$ cat src/rtl/serial_adder.sv
// Bit-serial ripple adder: one full-adder slice reused LSB-first over WIDTH cycles,
// with the carry held in a flop and the sum collected in a shift register.
module serial_adder_fa (
    input  logic a,
    input  logic b,
    input  logic ci,
    output logic s,
    output logic co
);
    assign s  = a ^ b ^ ci;
    assign co = (a & b) | ((a ^ b) & ci);
endmodule

module serial_adder #(
    parameter int WIDTH = 8
) (
    input  logic             clk,
    input  logic             rst,
    input  logic             start,
    input  logic [WIDTH-1:0] a_in,
    input  logic [WIDTH-1:0] b_in,
    input  logic             c_in,
    output logic             busy,
    output logic             done,
    output logic [WIDTH-1:0] sum_out,
    output logic             c_out
);
    localparam int CW = (WIDTH > 1) ? $clog2(WIDTH) : 1;
    localparam logic [CW-1:0] LAST = CW'(WIDTH - 1);

    localparam logic [1:0] IDLE = 2'd0;
    localparam logic [1:0] RUN  = 2'd1;
    localparam logic [1:0] DONE = 2'd2;

    logic [1:0]       state;
    logic [WIDTH-1:0] a_sh, b_sh, s_sh;
    logic             cy;
    logic [CW-1:0]    cnt;
    logic             s, co;

    serial_adder_fa u_fa (
        .a  (a_sh[0]),
        .b  (b_sh[0]),
        .ci (cy),
        .s  (s),
        .co (co)
    );

    always_ff @(posedge clk) begin
        if (rst) begin
            state   <= IDLE;
            a_sh    <= '0;
            b_sh    <= '0;
            s_sh    <= '0;
            cy      <= 1'b0;
            cnt     <= '0;
            sum_out <= '0;
            c_out   <= 1'b0;
        end else begin
            case (state)
                IDLE: if (start) begin
                    a_sh  <= a_in;
                    b_sh  <= b_in;
                    cy    <= c_in;
                    cnt   <= '0;
                    state <= RUN;
                end
                RUN: begin
                    s_sh <= {s, s_sh[WIDTH-1:1]};
                    a_sh <= a_sh >> 1;
                    b_sh <= b_sh >> 1;
                    cy   <= co;
                    cnt  <= cnt + 1'b1;
                    // Final slice: publish the fully assembled sum in the same edge.
                    if (cnt == LAST) begin
                        sum_out <= {s, s_sh[WIDTH-1:1]};
                        c_out   <= co;
                        state   <= DONE;
                    end
                end
                DONE:    state <= IDLE;
                default: state <= IDLE;
            endcase
        end
    end

    assign busy = (state == RUN) || (state == DONE);
    assign done = (state == DONE);
endmodule

$ cat config.mk
export PLATFORM = sky130hd
export DESIGN_NAME = serial_adder
export DESIGN_NICKNAME = d
export VERILOG_FILES = /design/src/rtl/serial_adder.sv
export SDC_FILE = /design/constraint.sdc
export NUM_CORES = 1
export LEC_CHECK = 0
export ABC_AREA = 1
export CORE_MARGIN = 5
export CORE_UTILIZATION = 30
export DETAILED_ROUTE_END_ITERATION = 7
export PLACE_DENSITY = 0.47
export SETUP_SLACK_MARGIN = 0.3
export SYNTH_ARGS = -nofsm -noshare
export SYNTH_HDL_FRONTEND = slang
export SYNTH_SLANG_ARGS = --single-unit
$ cat constraint.sdc
create_clock -name clk -period 3.91 [get_ports clk]
set_clock_uncertainty 0.05 [all_clocks]
set_input_delay 0.5865 -clock clk [delete_from_list [all_inputs] [get_ports clk]]
set_output_delay 0.5865 -clock clk [all_outputs]
set_load 0.01 [all_outputs]
==> results.py, run 1 <==
metrics = {
    "worst_setup_path": {
        "r2r_cells": 7,
        "reg2reg_to": "a_sh[3]",
        "critical_path.top_delay_family": "buffers and inverters",
        "r2r_setup_slack_ns": 1.92,
        "slowest_stage": "clkdlybuf4s50_1",
        "worstPathCellList": "inv_1 > ha_1 > clkdlybuf4s50_1",
        "worst-path-max-fanout": 4,
        "r2r-start": "state[1]",
        "required_ns": 3.27,
        "path_buf_inv": 2,
        "cp_slowest_stage_delay_ns": 0.52,
        "crit_path_start_kind": "flop",
        "crit_path_end_kind": "output pin",
        "critPathKind": "flop to output pin",
        "crit_path_start": "state[0]",
        "arrival_ns": 1.56,
    },
    "pwr": {
        "p_leak_uw": 0.00103,
        "p_per_area_mw_per_mm2": 642,
        "ir_drop_mv": 0.221,
    },
    "logic_synthesis": {
        "synth_edf_count": 0,
        "yosysTopAreaCell": "dfxtp_1",
        "synthCells": 273,
        "synth_commonest_cells": "76 x nand2_1, 67 x nor2_1, 38 x dfxtp_1",
        "synth_top_area_share_pct": 41.7,
        "synthDistinctLibCells": 17,
        "avgSynthCellArea_um2": 6.69,
        "synth_fp_nets": 300,
        "synth-seq-area-share_pct": 41.7,
        "yosysMostFrequentCell": "nand2_1",
        "ys_top_cells_by_area": "dfxtp_1 42%, nand2_1 16%, nor2_1 14%, nand3_1 5.8%, inv_1 5.3%",
        "yosysWarnings": 0,
        "yosys_register_bits": 38,
        "yosys_most_used_dff": "dfxtp_1",
        "netlist_area_mm2": 0.00183,
        "async_flop_share_pct": 0,
    },
    "detailed_routing": {
        "vias": 1576,
        "dr.pass1.iters": 4,
        "post_drt_wl_per_cell_um": 10.3,
        "vias_per_cell": 4.21,
        "drt.antenna.violating_nets": 0,
        "finalWirelength_um": 3870,
        "drc": 0,
        "dr.first_iter.drc_count": 52,
    },
    "sta": {
        "fmax_ghz": 0.455,
        "period_needed_ns": 2.20,
        "setup_violations": 0,
        "rsz0062_at_grt": "false",
        "maxSlewViolCount": 0,
        "tightest_slew_ns": 0.944,
        "fin_tns_setup_ns": 0,
        "slew_headroom_pct": 37.0,
        "period_share_pct": 56.2,
        "hold_violations": 0,
    },
    "placement": {
        "place_hpwl_um": 2550,
        "postPlaceCellArea_mm2": 0.00212,
        "port_buffers": 30,
        "routabilityCongestion": 0.738,
        "dpl.cell_count": 366,
    },
    "global_routing": {
        "grt_pass1_wl_um": 6420,
        "first_global_vias": 1427,
        "grt_util_all_layers_pct": 10.6,
        "grt-ovfl-total": 0,
        "grt_max_degree": 35,
        "antenna_found_initial": 0,
    },
    "clocking": {
        "htreeDepth": 2,
        "cts_tree": "yes",
        "clk_pin_slew_ns": 0.07,
        "cts_hold_buf": 0,
        "insertion_delay_ns": 0.28,
        "cts.path.max_buffers": 2,
        "cts_made_buffers": 5,
        "cts_setup_buffers": 0,
        "cts_root_buf": "clkbuf_8",
        "postCtsResizedCells": 0,
        "cts_sinks": 38,
    },
    "final_layout": {
        "regArea_um2": 761,
        "final_cells": 374,
        "diodes": 0,
        "nets": 325,
        "fillers": 650,
        "multiInputGateArea_um2": 856,
        "final_area_mm2": 0.00221,
        "areaGrowthSynthToFinish_pct": 21.3,
        "final_layout_size_suffix_gt1_share_pct": 3.34,
    },
    "outcome": {
        "outcome": "complete, no violations",
    },
    "floorplanning": {
        "initial_utilization_pct": 30.8,
        "core_area_mm2": 0.00592,
        "die_width_um": 88.0,
        "die_h_um": 88.0,
        "core.rowCount": 28,
        "design.die.area_mm2": 0.00774,
        "io_pins": 31,
    },
    "min_path": {
        "min_from": "s_sh[2]",
        "hold_class": "flop to flop",
        "whs_path_depth": 2,
        "hold_path_end": "s_sh[2]",
    },
    "job": {
        "cap_viol_max_count": 0,
    },
}
## worst max path at each step
stage / end / slack (ns) / depth (start not counted)
finish: busy / 1.71 / 3
global route: busy / 1.63 / 3
CTS: busy / 1.69 / 3
detailed placement: a_sh[3] / 1.55 / 6
global placement: a_sh[6] / 1.55 / 6
floorplan: c_out / 2.54 / 6
## metrics by stage
| step | hold WS (ns) | setup WS [ns] | total power [uW] | utilization (%) |
|---|---|---|---|---|
| after floorplan | 0.387 | 2.54 | 1060 | - |
| after global placement | 0.413 | 1.55 | 1170 | 35.9 |
| after detailed placement | 0.418 | 1.55 | 1170 | 35.9 |
| after CTS | 0.437 | 1.69 | 1450 | 37.4 |
| after global routing | 0.462 | 1.63 | 1570 | 37.4 |
| final | 0.435 | 1.71 | 1420 | 37.4 |
## registers in the layout, indices dropped and copies added (netlist names)
signal / count
c_out: 1
a_sh: 8
cnt: 3
sum_out: 8
b_sh: 8
cy: 1
state: 2
s_sh: 7
## placed cells by master (no fill, tap or decap)
cell type / Yosys / layout
nand2_1: 76 / 76
clkdlybuf4s50_1: 0 / 30
nand2_2: 1 / 1
nor2_1: 67 / 67
inv_1: 26 / 26
nand3b_1: 1 / 1
clkbuf_1: 1 / 1
fa_1: 1 / 1
o21ai_0: 14 / 14
clkinv_2: 0 / 1
buf_4: 1 / 1
ha_1: 6 / 6
clkbuf_8: 0 / 6
a21oi_1: 7 / 7
clkinv_1: 1 / 1
dfxtp_1: 38 / 38
nand3_1: 21 / 21
inv_2: 1 / 1
## metal layers
metal  global-route usage, %  part of all wire, %  up-vias
met5                       0                    0        -
met4                    4.18                 0.75        0
met3                    3.20                  5.9        2
met2                    18.0                   46       33
met1                    12.6                   47      668
li1                        -                    -      873
## cell families (layout without fill, tap and decap cells)
group           Yosys count  in the layout  synth area share [%]
compound gates           21             21                  5.76
fa+ha+maj                 7              7                  5.21
buf+inv                  41             67                  11.4
flops                    38             38                  41.7
simple gates            166            166                  35.9
## cell type report
type                    instances  area share [%]
multi-input cells             194            38.6
repair buffers                 31            13.9
flip-flops and latches         38            34.4
inverters                      28            4.75
well taps                      75            4.24
clock buffers                   7            3.90
clock inverters                 1           0.226
## power by group
group	total (uW)	internal (uW)	leakage, uW	switching [uW]
combinational	569	220	0.000672	349
clock	279	142	0.0000482	137
sequential	574	505	0.000311	68.8
## tightest hold or removal path, cell delays in order, from the launching register on
cell and delay [ns]:
dfxtp_1 0.33, nand2_1 0.06, a21oi_1 0.05
Power figures use the tool's default switching activity.
==> inputs of run 2 (changes only) <==
==> constraint.sdc (replaced) <==
create_clock -name clk -period 2.2 [get_ports clk]
set_clock_uncertainty 0.05 [all_clocks]
set_input_delay 0.33 -clock clk [delete_from_list [all_inputs] [get_ports clk]]
set_output_delay 0.33 -clock clk [all_outputs]
set_load 0.01 [all_outputs]
==> run 2 against run 1 <==
Power increased by 76%. Non-clock buffer count increased by 7. Sequential cell count unchanged. Utilization increased by 0.68 points. Design area increased by 1.8%. Worst setup slack got worse by 1.3 ns. Worst hold slack got worse by 0.017 ns. Critical path depth unchanged. Register-to-register slack got worse by 1.4 ns. Count of clock-buffer cells in the layout decreased by 2. Final cell count increased by 1.6%. Via count increased by 2.4%.
==> results.py, run 2 (synthesis gave the netlist of run 1 again) <==
metrics = {
    "worst_setup_path": {
        "critPathKind": "flop to output pin",
        "worst-path-max-fanout": 4,
        "arrival_ns": 1.37,
        "crit_path_end_kind": "output pin",
        "required_ns": 1.82,
        "crit_path_start_kind": "flop",
    },
    "clocking": {
        "insertion_delay_ns": 0.29,
        "cts_tree": "yes",
        "cts_root_buf": "clkbuf_8",
        "htreeDepth": 2,
        "cts.path.max_buffers": 2,
        "cts_made_buffers": 5,
        "clk_pin_slew_ns": 0.08,
        "cts_hold_buf": 0,
        "cts_sinks": 38,
        "cts_setup_buffers": 0,
        "postCtsResizedCells": 2,
    },
    "placement": {
        "port_buffers": 30,
        "dpl.cell_count": 373,
        "routabilityCongestion": 0.722,
        "place_ws_ns": 0.511,
        "place_hpwl_um": 2730,
    },
    "outcome": {
        "outcome": "complete, no violations",
    },
    "floorplanning": {
        "io_pins": 31,
        "initial_utilization_pct": 30.8,
        "die_h_um": 88.0,
        "core_area_mm2": 0.00592,
        "core.rowCount": 28,
        "design.die.area_mm2": 0.00774,
        "die_width_um": 88.0,
    },
    "detailed_routing": {
        "dr.pass1.iters": 4,
        "finalWirelength_um": 3900,
        "vias_per_cell": 4.25,
        "maxUsedRoutingLayer": "met4",
        "wl_met3_um": 199,
        "vias": 1614,
        "drt.antenna.violating_nets": 0,
        "drc": 0,
        "post_drt_wl_per_cell_um": 10.3,
        "drt-met1-wl_um": 1960,
        "wl_met2_um": 1670,
        "dr.first_iter.drc_count": 63,
    },
    "final_layout": {
        "mostFrequentLayoutCells": "76 x nand2_1, 67 x nor2_1, 37 x dfxtp_1, 29 x clkdlybuf4s50_1, 26 x inv_1",
        "reg_top3": "a_sh (8), b_sh (8), sum_out (8)",
        "areaGrowthSynthToFinish_pct": 23.5,
        "final_layout_size_suffix_gt1_share_pct": 5.90,
        "nets": 332,
        "diodes": 0,
        "fillers": 654,
        "final_common_cell": "nand2_1",
        "final_cells": 380,
    },
    "global_routing": {
        "grt-ovfl-total": 0,
        "grt_pass1_wl_um": 6890,
        "grt_util_all_layers_pct": 11.2,
        "grt_max_degree": 22,
        "antenna_found_initial": 0,
        "first_global_vias": 1548,
    },
    "sta": {
        "holdWs_ns": 0.418,
        "period_needed_ns": 1.75,
        "slew_headroom_pct": 79.1,
        "hold_violations": 0,
        "tightest_slew_ns": 0.313,
        "fmax_ghz": 0.572,
        "setup_ws_ns": 0.450,
        "maxSlewViolCount": 0,
        "setup_violations": 0,
        "fin_tns_setup_ns": 0,
        "rsz0062_at_grt": "false",
        "period_share_pct": 79.5,
    },
    "pwr": {
        "ir_drop_mv": 0.406,
        "power.total_uw": 2510,
        "p_per_area_mw_per_mm2": 1110,
        "p_leak_uw": 0.00106,
    },
    "min_path": {
        "hold_class": "flop to flop",
    },
    "job": {
        "cap_viol_max_count": 0,
    },
}
[run 2: changes by cell type in the layout (fill, tap and decap cells not counted), sizes merged]
cell	change
clkbuf	-2
buf	+7
clkinv	+1
dlygate4sd2	+1
clkdlybuf4s50	-1
[run 2: final cells by class]
| cell class | count | area [um^2] | share of cell area [%] |
|---|---|---|---|
| clock buffer | 5 | 68.8 | 3.05 |
| clock inverter | 2 | 10.0 | 0.444 |
| inverter | 28 | 105 | 4.66 |
| multi-input combinational | 194 | 856 | 38.0 |
| sequential | 38 | 762 | 33.8 |
| tap | 75 | 93.8 | 4.16 |
| timing repair buffer | 38 | 359 | 15.9 |
[run 2: metrics by stage]
stage               area [um^2]  util [%]
finish                     2250      38.1
global route               2250      38.1
CTS                        2250      38.1
detailed placement         2180      36.7
global placement           2180      36.7
floorplan                  1830         -
[run 2: worst paths after layout]
kind	cells after the start	end	slack, ns	start
min	2	s_sh[2]	0.42	s_sh[3]
min reg2reg	2	s_sh[2]	0.42	s_sh[3]
max	3	done	0.45	state[0]
max reg2reg	8	b_sh[5]	0.57	state[1]
[run 2: where the power goes]
part | internal (uW) | leakage (uW) | switching [uW] | total [uW]
sequential | 900 | 0.000312 | 122 | 1020
combinational | 409 | 0.000707 | 623 | 1030
clock | 213 | 0.0000438 | 242 | 454
total | 1520 | 0.00106 | 986 | 2510
[run 2: worst max-delay path, stage by stage (launching register included)]
cell and delay, ns:
dfxtp_2 0.34, inv_1 0.08, ha_1 0.14, clkdlybuf4s50_1 0.52
[run 2: metal layers]
layer / global-route usage, % / up-vias
li1: - / 889
met1: 14.1 / 696
met2: 17.8 / 25
met3: 3.01 / 4
met4: 5.44 / 0
met5: 0 / -
